===== src/rtl/sobel_3x3.sv =====
// Streaming 3x3 Sobel edge detector on column beats from an upstream line buffer.
// Fixed 4-edge latency from the sampling edge of a window-valid beat to po_flag.
module sobel_3x3 #(
  parameter int COL_NUM   = 320,
  parameter int THRESHOLD = 40
) (
  input  logic       sclk,
  input  logic       rst_n,
  input  logic [7:0] mat_row1,
  input  logic [7:0] mat_row2,
  input  logic [7:0] mat_row3,
  input  logic       mat_flag,
  output logic [7:0] po_data,
  output logic       po_flag
);

  localparam int CW = (COL_NUM > 2) ? $clog2(COL_NUM) : 2;

  logic [CW-1:0] col_cnt_q;
  logic [7:0]    t1_q, t2_q, t3_q, m1_q, m2_q, m3_q, b1_q, b2_q, b3_q;
  logic [9:0]    lft_q, rgt_q, top_q, bot_q;
  logic signed [10:0] gx_q, gy_q;
  logic [10:0]   mag_q;
  logic [3:0]    vld_q;

  logic [9:0]    lft_d, rgt_d, top_d, bot_d;
  logic [10:0]   abs_gx, abs_gy, mag_d;
  logic          win_vld_d;

  // Window is complete only from the third column of a line onward.
  assign win_vld_d = mat_flag && (col_cnt_q >= CW'(2));

  assign lft_d = 10'(t1_q) + (10'(m1_q) << 1) + 10'(b1_q);
  assign rgt_d = 10'(t3_q) + (10'(m3_q) << 1) + 10'(b3_q);
  assign top_d = 10'(t1_q) + (10'(t2_q) << 1) + 10'(t3_q);
  assign bot_d = 10'(b1_q) + (10'(b2_q) << 1) + 10'(b3_q);

  assign abs_gx = gx_q[10] ? 11'(-gx_q) : 11'(gx_q);
  assign abs_gy = gy_q[10] ? 11'(-gy_q) : 11'(gy_q);
  assign mag_d  = abs_gx + abs_gy;

  always_ff @(posedge sclk or negedge rst_n) begin
    if (!rst_n) begin
      col_cnt_q <= '0;
      t1_q <= '0; t2_q <= '0; t3_q <= '0;
      m1_q <= '0; m2_q <= '0; m3_q <= '0;
      b1_q <= '0; b2_q <= '0; b3_q <= '0;
      lft_q <= '0; rgt_q <= '0; top_q <= '0; bot_q <= '0;
      gx_q <= '0; gy_q <= '0;
      mag_q <= '0;
      vld_q <= '0;
      po_data <= 8'd0;
      po_flag <= 1'b0;
    end else begin
      if (mat_flag) begin
        col_cnt_q <= (col_cnt_q == CW'(COL_NUM - 1)) ? '0 : col_cnt_q + CW'(1);
        t1_q <= t2_q; t2_q <= t3_q; t3_q <= mat_row3;
        m1_q <= m2_q; m2_q <= m3_q; m3_q <= mat_row2;
        b1_q <= b2_q; b2_q <= b3_q; b3_q <= mat_row1;
      end
      lft_q <= lft_d;
      rgt_q <= rgt_d;
      top_q <= top_d;
      bot_q <= bot_d;
      gx_q  <= $signed({1'b0, rgt_q}) - $signed({1'b0, lft_q});
      gy_q  <= $signed({1'b0, bot_q}) - $signed({1'b0, top_q});
      mag_q <= mag_d;
      // Valid rides alongside the data regardless of gaps on mat_flag.
      vld_q <= {vld_q[2:0], win_vld_d};
      po_flag <= vld_q[3];
      if (vld_q[3]) begin
        po_data <= (mag_q > 11'(THRESHOLD)) ? 8'd255 : 8'd0;
      end
    end
  end

endmodule


===== config.mk =====
export PLATFORM = sky130hd
export DESIGN_NAME = sobel_3x3
export DESIGN_NICKNAME = d
export VERILOG_FILES = /design/src/rtl/sobel_3x3.sv
export SDC_FILE = /design/constraint.sdc
export NUM_CORES = 1
export LEC_CHECK = 0
export ABC_AREA = 1
export CORE_MARGIN = 8
export CORE_UTILIZATION = 55
export CTS_CLUSTER_SIZE = 25
export DETAILED_ROUTE_END_ITERATION = 12
export GPL_TIMING_DRIVEN = 0
export PLACE_DENSITY = 0.81
export REMOVE_ABC_BUFFERS = 1
export SYNTH_ARGS = -nofsm -noshare
export SYNTH_HDL_FRONTEND = slang
export SYNTH_SLANG_ARGS = --single-unit

===== constraint.sdc =====
create_clock -name sclk -period 6.63 [get_ports sclk]
set_input_delay 1.326 -clock sclk [delete_from_list [all_inputs] [get_ports sclk]]
set_output_delay 1.326 -clock sclk [all_outputs]
set_load 0.02 [all_outputs]

==> results.sh, run 1 <==
export IMPL_area_growth_pct=11.9
export IMPL_p_leak_nw=5.24
export IMPL_async_reset_ff_frac=1.00
export IMPL_grt_max_degree=99
export IMPL_via_per_inst=5.07
export IMPL_critPathRequiredTime_ps=5300
export IMPL_core_sq_mm=0.0163
export IMPL_fin_crit_sh=0.432
export IMPL_postRouteAntennaNets=0
export IMPL_crit_buf_inv=1
export IMPL_rsz0062_at_grt="no"
export IMPL_yosysMostFrequentCell="nand2_1"
export IMPL_reg2reg_depth=9
export IMPL_crit_path_start="po_data[6]$_DFFE_PN0P_"
export IMPL_gr_usage_all_layers=0.177
export IMPL_hpwlAfterDp_um=12500
export IMPL_synth_seq_cells=160
export IMPL_ys_top_cells_by_area="dfrtp_1, nand2_1, ha_1, fa_1, inv_1"
export IMPL_first_global_vias=6461
export IMPL_die_area_sq_mm=0.0208
export IMPL_synth_area_sq_mm=0.00902
export IMPL_diodes=0
export IMPL_netlist_top_cell_by_area="dfrtp_1"
export IMPL_reg2reg_from="t1_q[1]$_DFFE_PN0P_"
export IMPL_setup_violations_final=0
export IMPL_cts_hold_buf=0
export IMPL_wl_per_cell_um=13.4
export IMPL_cts_made_buffers=17
export IMPL_grt_pass1_wl_um=29200
export IMPL_tightestPinTransition_ps=1090
export IMPL_post_cts_buffers=0
export IMPL_path_cells="clkdlybuf4s50_1"
export IMPL_crit_end="po_data[3]"
export IMPL_synthTopCellsByCount="nand2_1, dfrtp_1, inv_1"
export IMPL_synth_top_area_frac=0.444
export IMPL_synth_edf_count=0
export IMPL_antenna_found_initial=0
export IMPL_die_w_um=144
export IMPL_path_delay_family="buffers and inverters"
export IMPL_crit_cells=1
export IMPL_hold_violations=0
export IMPL_wirelength_um=16800
export IMPL_period_needed_ps=2870
export IMPL_peakVddDrop_uv=242
export IMPL_use_met2=0.305
export IMPL_maxSlewViolCount=0
export IMPL_yosysWarnings=0
export IMPL_port_buffers=35
export IMPL_drc=0
export IMPL_power_density_mw_per_mm2=487
export IMPL_drive_gt1_frac=0.0346
export IMPL_slew_headroom=0.274
export IMPL_arrival_ps=1540
export IMPL_synthFlopType="dfrtp_1"
export IMPL_dieHeight_um=144
export IMPL_fin_nets=1160
export IMPL_io_pins=36
export IMPL_startpoint_type="flip-flop"
export IMPL_h_tree_depth=4
export IMPL_clkSinkCount=160
export IMPL_top_usage_layer="met2"
export IMPL_grt_overflow=0
export IMPL_tritoncts="built"
export IMPL_slowest_stage="clkdlybuf4s50_1"
export IMPL_avgSynthCellArea_sq_um=9.04
export IMPL_ys_seq_area_frac=0.444
export IMPL_finClkSkew_ps=9.35
export IMPL_clockBufferDepth=2
export IMPL_endpoint_kind="output port"
export IMPL_rows=47
export IMPL_cts_resized=0
export IMPL_drt_iter0_markers=312
export IMPL_max_stage_delay_ps=660
export IMPL_finish_utilization=0.620
export IMPL_use_met1=0.215
export IMPL_power_mw=4.92
export IMPL_worstPathMaxFanout=9
export IMPL_clk_latency_ps=430
export IMPL_reg2reg_to="top_q[9]$_DFF_PN0_"
export IMPL_netlist_instances=998
export IMPL_drt_first_pass_iters=5
export IMPL_hp_class="flip-flop to flip-flop"
export IMPL_gp_congestion=0.865
export IMPL_maxCapViolCount=0
export IMPL_status="complete, no violations"
export IMPL_vias=6389
export IMPL_start_util=0.554
export IMPL_ff2ff_setup_slack_ps=4110
export IMPL_root_buffer="clkbuf_16"
export IMPL_timing_setup_critical_path_class="flip-flop to output port"
export IMPL_max_freq_ghz=0.349
export IMPL_use_met3=0.0287
export IMPL_path_clk_slew_ps=60
export IMPL_synth_cell_type_count=30
-- metal layers --
metal	vias to the layer above	part of all wire
met4	0	0.027
met2	135	0.51
met5	-	0
li1	3202	-
met3	39	0.032
met1	3013	0.43
-- cell type report --
type | instances | area (sq um)
clock buffer | 21 | 460
tap | 220 | 275
multi-input combinational | 668 | 4340
inverter | 144 | 541
clock inverter | 11 | 82.6
sequential | 160 | 4000
fill | 1311 | 6190
timing repair buffer | 37 | 394
-- per-stage QoR --
step | setup slack, ps | TNS (ps) | hold WS (ps) | std cells | cell area, sq um
global route | 3670 | 0 | 370 | 1261 | 10100
finish | 3760 | 0 | 349 | 1261 | 10100
CTS | 3730 | 0 | 350 | 1261 | 10100
detailed placement | 3610 | 0 | 336 | 1229 | 9550
global placement | -1990 | -316300 | 335 | 1227 | 9510
floorplan | 4050 | 0 | 331 | 972 | 8880
-- report_power, final --
part,leakage (nW),switching (mW),internal [mW]
sequential,1.93,0.191,1.31
clock,0.253,0.402,0.501
combinational,3.06,1.50,1.02
-- worst min-delay path by stage --
stage | from | to | slack [ps] | depth (start not counted)
after global placement | vld_q[1]$_DFF_PN0_ | vld_q[2]$_DFF_PN0_ | 340 | 0
after detailed placement | vld_q[1]$_DFF_PN0_ | vld_q[2]$_DFF_PN0_ | 340 | 0
after global routing | vld_q[1]$_DFF_PN0_ | vld_q[2]$_DFF_PN0_ | 370 | 0
after floorplan | vld_q[0]$_DFF_PN0_ | vld_q[1]$_DFF_PN0_ | 330 | 0
after CTS | vld_q[1]$_DFF_PN0_ | vld_q[2]$_DFF_PN0_ | 350 | 0
final | vld_q[1]$_DFF_PN0_ | vld_q[2]$_DFF_PN0_ | 350 | 0
-- layout by cell type, fill, tap and decap left out, types with 3 or more instances in the layout --
master / instances
clkinvlp_4: 5
a21oi_1: 51
ha_1: 70
inv_1: 143
o21bai_1: 8
nor3_1: 9
nand3_1: 40
nor2_1: 46
nand3b_1: 3
fa_1: 35
clkbuf_16: 17
dfrtp_1: 160
clkdlybuf4s50_1: 33
a21boi_0: 3
xor2_1: 46
nand2_1: 256
a21o_1: 6
nand4_1: 8
o21ai_0: 62
inv_6: 3
xnor2_1: 17
-- kinds of logic (layout without fill, tap and decap cells) --
group                      after synthesis  after routing  synth area share
and+or+nand+nor                        364            364             0.163
buffers and inverters                  170            213            0.0757
DFF                                    160            160             0.444
AOI/OAI and AO/OA                      136            136            0.0814
adders and majority gates              105            105             0.175
xor gates and xnor gates                63             63            0.0611
-- state kept, by name, summed over array words and instances, names as in the netlist, 9 cells and up --
signal     count
col_cnt_q      9
gy_q          11
rgt_q         10
bot_q         10
lft_q         10
top_q         10
mag_q         11
gx_q          11
Note: power is estimated with default switching activity, not from simulation.
==> inputs of run 2 (changes only) <==
--- a/config.mk
+++ b/config.mk
@@ -11,7 +11,7 @@
 export CTS_CLUSTER_SIZE = 25
 export DETAILED_ROUTE_END_ITERATION = 12
 export GPL_TIMING_DRIVEN = 0
-export PLACE_DENSITY = 0.81
+export PLACE_DENSITY = 0.84
 export REMOVE_ABC_BUFFERS = 1
 export SYNTH_ARGS = -nofsm -noshare
 export SYNTH_HDL_FRONTEND = slang
==> constraint.sdc (replaced) <==
create_clock -name sclk -period 2.43 [get_ports sclk]
set_input_delay 0.486 -clock sclk [delete_from_list [all_inputs] [get_ports sclk]]
set_output_delay 0.486 -clock sclk [all_outputs]
set_load 0.02 [all_outputs]
==> run 2 against run 1 <==
Combinational power rose to 2.8 times the previous value. Core utilization up 0.58 points. Hold slack worse by 340 ps. Register-to-register slack worse by 4000 ps. Largest cell class unchanged. Critical path type is now flip-flop to flip-flop. Largest power group unchanged. Die area unchanged. Non-clock buffer count up 1.
==> results.sh, run 2 (same netlist as run 1, synthesis figures left out) <==
export IMPL_status="complete, no violations"
export IMPL_die_w_um=144
export IMPL_finish_utilization=0.625
export IMPL_finClkSkew_ps=19.2
export IMPL_root_buffer="clkbuf_16"
export IMPL_cts_made_buffers=17
export IMPL_tritoncts="built"
export IMPL_postRouteAntennaNets=0
export IMPL_setup_violations_final=0
export IMPL_startpoint_type="flip-flop"
export IMPL_crit_end="rgt_q[7]$_DFF_PN0_"
export IMPL_io_pins=36
export IMPL_reg2reg_from="t3_q[1]$_DFFE_PN0P_"
export IMPL_peakVddDrop_uv=773
export IMPL_via_per_inst=5.09
export IMPL_gp_congestion=0.875
export IMPL_period_needed_ps=2360
export IMPL_drive_gt1_frac=0.0441
export IMPL_gr_usage_all_layers=0.180
export IMPL_diodes=0
export IMPL_drc=0
export IMPL_die_area_sq_mm=0.0208
export IMPL_wl_per_cell_um=13.6
export IMPL_drt_first_pass_iters=5
export IMPL_grt_pass1_wl_um=29400
export IMPL_reg2reg_to="rgt_q[7]$_DFF_PN0_"
export IMPL_hold_ws_ps=12.6
export IMPL_hp_class="input pin to asynchronous set/reset pin"
export IMPL_vias=6421
export IMPL_core_sq_mm=0.0163
export IMPL_cts_hold_buf=0
export IMPL_start_util=0.554
export IMPL_maxCapViolCount=0
export IMPL_first_global_vias=6525
export IMPL_port_buffers=35
export IMPL_layout_commonest_cell="nand2_1"
export IMPL_fin_crit_sh=0.972
export IMPL_timing_setup_critical_path_class="flip-flop to flip-flop"
export IMPL_clkSinkCount=160
export IMPL_power_density_mw_per_mm2=1350
export IMPL_fin_nets=1161
export IMPL_wirelength_um=17100
export IMPL_tightestPinTransition_ps=1090
export IMPL_ff2ff_setup_slack_ps=70
export IMPL_dieHeight_um=144
export IMPL_path_clk_slew_ps=60
export IMPL_critPathRequiredTime_ps=2780
export IMPL_area_growth_pct=12.9
export IMPL_slew_headroom=0.272
export IMPL_layout_common_cells="nand2_1, dfrtp_1, inv_1"
export IMPL_maxSlewViolCount=0
export IMPL_power_mw=13.8
export IMPL_drt_iter0_markers=398
export IMPL_worstPathMaxFanout=4
export IMPL_reg_top3="gx_q: 11 flops, gy_q: 11 flops, mag_q: 11 flops"
export IMPL_grt_overflow=0
export IMPL_p_leak_nw=5.27
export IMPL_max_freq_ghz=0.424
export IMPL_hold_violations=0
export IMPL_endpoint_kind="flip-flop"
export IMPL_rows=47
export IMPL_antenna_found_initial=0
export IMPL_crit_path_start="t3_q[1]$_DFFE_PN0P_"
export IMPL_clk_latency_ps=430
export IMPL_reg2reg_depth=8
export IMPL_clockBufferDepth=2
export IMPL_grt_max_degree=107
export IMPL_arrival_ps=2710
export IMPL_h_tree_depth=4
export IMPL_hpwlAfterDp_um=12300
-- run 2: cell count changes in the layout (fill, tap and decap cells not counted), sizes merged --
cell    change
clkinv      -3
bufinv      +2
clkbuf      +1
buf         +1
-- run 2: final cells by class --
| cell class | instances | area (sq um) |
|---|---|---|
| fill | 1308 | 6100 |
| timing repair buffer | 38 | 402 |
| clock inverter | 10 | 126 |
| sequential | 160 | 4010 |
| clock buffer | 22 | 474 |
| multi-input combinational | 668 | 4370 |
| inverter | 144 | 541 |
| tap | 220 | 275 |
-- run 2: power breakdown --
| group | switching [mW] | leakage (nW) | internal, mW |
|---|---|---|---|
| Combinational | 4.15 | 3.07 | 2.85 |
| Sequential | 0.533 | 1.93 | 3.56 |
| Clock | 1.07 | 0.278 | 1.61 |
-- run 2: worst min path at each step --
stage / cells past startpoint / startpoint / to / slack [ps]
2_1_floorplan: 0 / rst_n / b1_q[0]$_DFFE_PN0P_ / 190
3_3_place_gp: 0 / vld_q[1]$_DFF_PN0_ / vld_q[2]$_DFF_PN0_ / 330
3_5_place_dp: 0 / vld_q[1]$_DFF_PN0_ / vld_q[2]$_DFF_PN0_ / 340
4_1_cts: 1 / rst_n / gx_q[9]$_DFF_PN0_ / 30
5_1_grt: 1 / rst_n / top_q[8]$_DFF_PN0_ / 60
6_report: 1 / rst_n / gx_q[9]$_DFF_PN0_ / 10
-- run 2: through the flow --
stage          TNS (ps)  cell area, sq um  setup WS, ps  instances
2_1_floorplan         0              8880           254        972
3_3_place_gp    -981680              9510         -5330       1227
3_5_place_dp       -136              9550         -52.5       1229
4_1_cts               0             10200          5.36       1261
5_1_grt           -68.7             10200         -31.3       1262
6_report              0             10200          68.9       1262
-- run 2: timing repair --
item,4_1_cts,5_1_grt
setup buffers,0,1
setup endpoints to repair,6,9
endpoints found under the hold margin,0,0
pin swaps,0,3
gates resized for setup,3,10
-- run 2: routing by layer --
layer | vias up | track usage | share of wire
met4 | 0 | 0.0791 | 0.025
met3 | 36 | 0.0373 | 0.029
met2 | 106 | 0.312 | 0.52
met5 | - | 0 | 0
li1 | 3210 | - | -
met1 | 3069 | 0.211 | 0.42
-- run 2: worst max-delay path, stage by stage, from the launching register on --
cell and delay (ps):
dfrtp_2 460, fa_1 580, ha_2 230, inv_1 70, fa_1 430, o21ai_2 180
nand3_1 80, nand2_1 110, xor2_1 140
==> inputs of run 3 (changes only) <==
--- a/config.mk
+++ b/config.mk
@@ -8,10 +8,10 @@
 export ABC_AREA = 1
 export CORE_MARGIN = 8
 export CORE_UTILIZATION = 55
-export CTS_CLUSTER_SIZE = 25
+export CTS_CLUSTER_SIZE = 28
 export DETAILED_ROUTE_END_ITERATION = 12
 export GPL_TIMING_DRIVEN = 0
-export PLACE_DENSITY = 0.84
+export PLACE_DENSITY = 0.77
 export REMOVE_ABC_BUFFERS = 1
 export SYNTH_ARGS = -nofsm -noshare
 export SYNTH_HDL_FRONTEND = slang
==> run 3 against run 2 <==
Clock-buffer cell count fell by 3. Worst setup slack improved by 11 ps. First-iteration DRC count fell by 8.5%. Global-route usage decreased by 0.18 points. Wire length fell by 2.0%. Sequential share of layout area hardly changed. Hold slack better by 76 ps. Sequential cell count is the same. Register-to-register slack is essentially flat. Clock skew fell by 9.6 ps. Via count decreased by 0.92%. Non-clock buffer count down 1.
==> results.sh, run 3 (same netlist as run 1, synthesis figures left out) <==
export IMPL_dieHeight_um=144
export IMPL_antenna_found_initial=0
export IMPL_core_sq_mm=0.0163
export IMPL_first_global_vias=6406
export IMPL_setup_ws_ps=79.9
export IMPL_grt_pass1_wl_um=29400
export IMPL_diodes=0
export IMPL_rows=47
export IMPL_postRouteAntennaNets=0
export IMPL_die_w_um=144
export IMPL_drc=0
export IMPL_power_density_mw_per_mm2=1350
export IMPL_cts_hold_buf=0
export IMPL_rsz0062_at_grt="no"
export IMPL_vias=6362
export IMPL_period_needed_ps=2350
export IMPL_max_stage_delay_ps=550
export IMPL_post_place_ws_ps=-50.2
export IMPL_hpwlAfterDp_um=12400
export IMPL_grt_overflow=0
export IMPL_tritoncts="built"
export IMPL_cts_made_buffers=17
export IMPL_layout_common_cells="nand2_1, dfrtp_1, inv_1"
export IMPL_setup_violations_final=0
export IMPL_path_cells="fa_1 > ha_1 > inv_1 > fa_1 > o21ai_2 > nand3_1 > nand2_1 > xor2_1"
export IMPL_via_per_inst=5.05
export IMPL_gr_usage_all_layers=0.178
export IMPL_reg_top3="gx_q: 11 flops, gy_q: 11 flops, mag_q: 11 flops"
export IMPL_root_buffer="clkbuf_16"
export IMPL_path_clk_slew_ps=60
export IMPL_peakVddDrop_uv=797
export IMPL_status="complete, no violations"
export IMPL_hold_violations=0
export IMPL_place_area_sq_mm=0.00955
export IMPL_startpoint_type="flip-flop"
export IMPL_p_leak_nw=5.29
export IMPL_drive_gt1_frac=0.0432
export IMPL_h_tree_depth=4
export IMPL_crit_top_cell="fa_1"
export IMPL_clockBufferDepth=2
export IMPL_clk_latency_ps=420
export IMPL_finClkSkew_ps=9.58
export IMPL_timing_setup_critical_path_class="flip-flop to flip-flop"
export IMPL_wl_per_cell_um=13.3
export IMPL_fin_crit_sh=0.967
export IMPL_drt_first_pass_iters=7
export IMPL_hp_class="input pin to asynchronous set/reset pin"
export IMPL_maxCapViolCount=0
export IMPL_grt_max_degree=85
export IMPL_wirelength_um=16800
export IMPL_maxSlewViolCount=0
export IMPL_slew_headroom=0.234
export IMPL_power_mw=13.7
export IMPL_area_growth_pct=13.0
export IMPL_max_freq_ghz=0.426
export IMPL_fin_area_sq_mm=0.0102
export IMPL_clkSinkCount=160
export IMPL_dpl_cell_count=1229
export IMPL_critPathRequiredTime_ps=2760
export IMPL_layout_commonest_cell="nand2_1"
export IMPL_tns_ps=0
export IMPL_worstPathMaxFanout=3
export IMPL_arrival_ps=2680
export IMPL_tightestPinTransition_ps=1150
export IMPL_stdcell_count=1261
export IMPL_endpoint_kind="flip-flop"
export IMPL_gp_congestion=0.866
export IMPL_fin_nets=1160
export IMPL_slowest_stage="fa_1"
export IMPL_die_area_sq_mm=0.0208
export IMPL_drt_iter0_markers=364
export IMPL_start_util=0.554
export IMPL_io_pins=36
export IMPL_port_buffers=35
-- run 3: cell types whose count changed in the layout (fill, tap and decap cells not counted), sizes merged --
cell	delta
clkinvlp	-4
clkinv	+8
clkbuf	-3
inv	-2
bufinv	+1
buf	-1
-- run 3: layout make-up --
| type | instances | area, sq um |
|---|---|---|
| well taps | 220 | 275 |
| multi-input cells | 668 | 4380 |
| clock inverters | 13 | 161 |
| clock buffers | 19 | 443 |
| fillers | 1365 | 6090 |
| flip-flops and latches | 160 | 4010 |
| repair buffers | 37 | 394 |
| inverters | 144 | 541 |
-- run 3: per-stage QoR --
stage,util,hold WS [ps]
after floorplan,-,190
after global routing,0.626,147
after CTS,0.623,109
after detailed placement,0.586,335
after global placement,0.584,335
final,0.626,89.0
-- run 3: worst paths after layout --
kind / endpoint / slack [ps] / start / cells after the start
min in group sclk: vld_q[2]$_DFF_PN0_ / 350 / vld_q[1]$_DFF_PN0_ / 0
worst max-delay path: lft_q[7]$_DFF_PN0_ / 80 / t1_q[1]$_DFFE_PN0P_ / 8
worst min register to register: vld_q[2]$_DFF_PN0_ / 350 / vld_q[1]$_DFF_PN0_ / 0
worst min-delay path: gx_q[10]$_DFF_PN0_ / 90 / rst_n / 1
worst max register to register: lft_q[7]$_DFF_PN0_ / 80 / t1_q[1]$_DFFE_PN0P_ / 8
max in group asynchronous: t3_q[1]$_DFFE_PN0P_ / 1510 / rst_n / 2
-- run 3: power breakdown --
group | leakage (nW) | switching, mW | internal [mW]
logic | 3.06 | 4.10 | 2.82
registers | 1.93 | 0.534 | 3.56
clock network | 0.297 | 1.06 | 1.64
total | 5.29 | 5.70 | 8.03
-- run 3: timing repair --
item / 4_1_cts / 5_1_grt
cloned: 0 / 0
buffers inserted: 0 / 0
resized for setup: 3 / 11
hold endpoints to repair: 0 / 0
setup endpoints to repair: 6 / 8
pin swaps: 0 / 1
-- run 3: metal layers --
layer,part of all wire,global-route usage,vias up
met5,0,0,-
met4,0.021,0.0664,0
met3,0.031,0.0300,30
met2,0.51,0.311,129
met1,0.44,0.216,2998
li1,-,-,3205
-- run 3: worst max-delay path, delay by kind of cell (launching register included) --
family	cells	cell delay (ps)
xor gates and xnor gates	1	180
DFF	1	430
adders and majority gates	3	1190
AOI/OAI and AO/OA	1	200
and+or+nand+nor	2	190
buffers and inverters	1	70
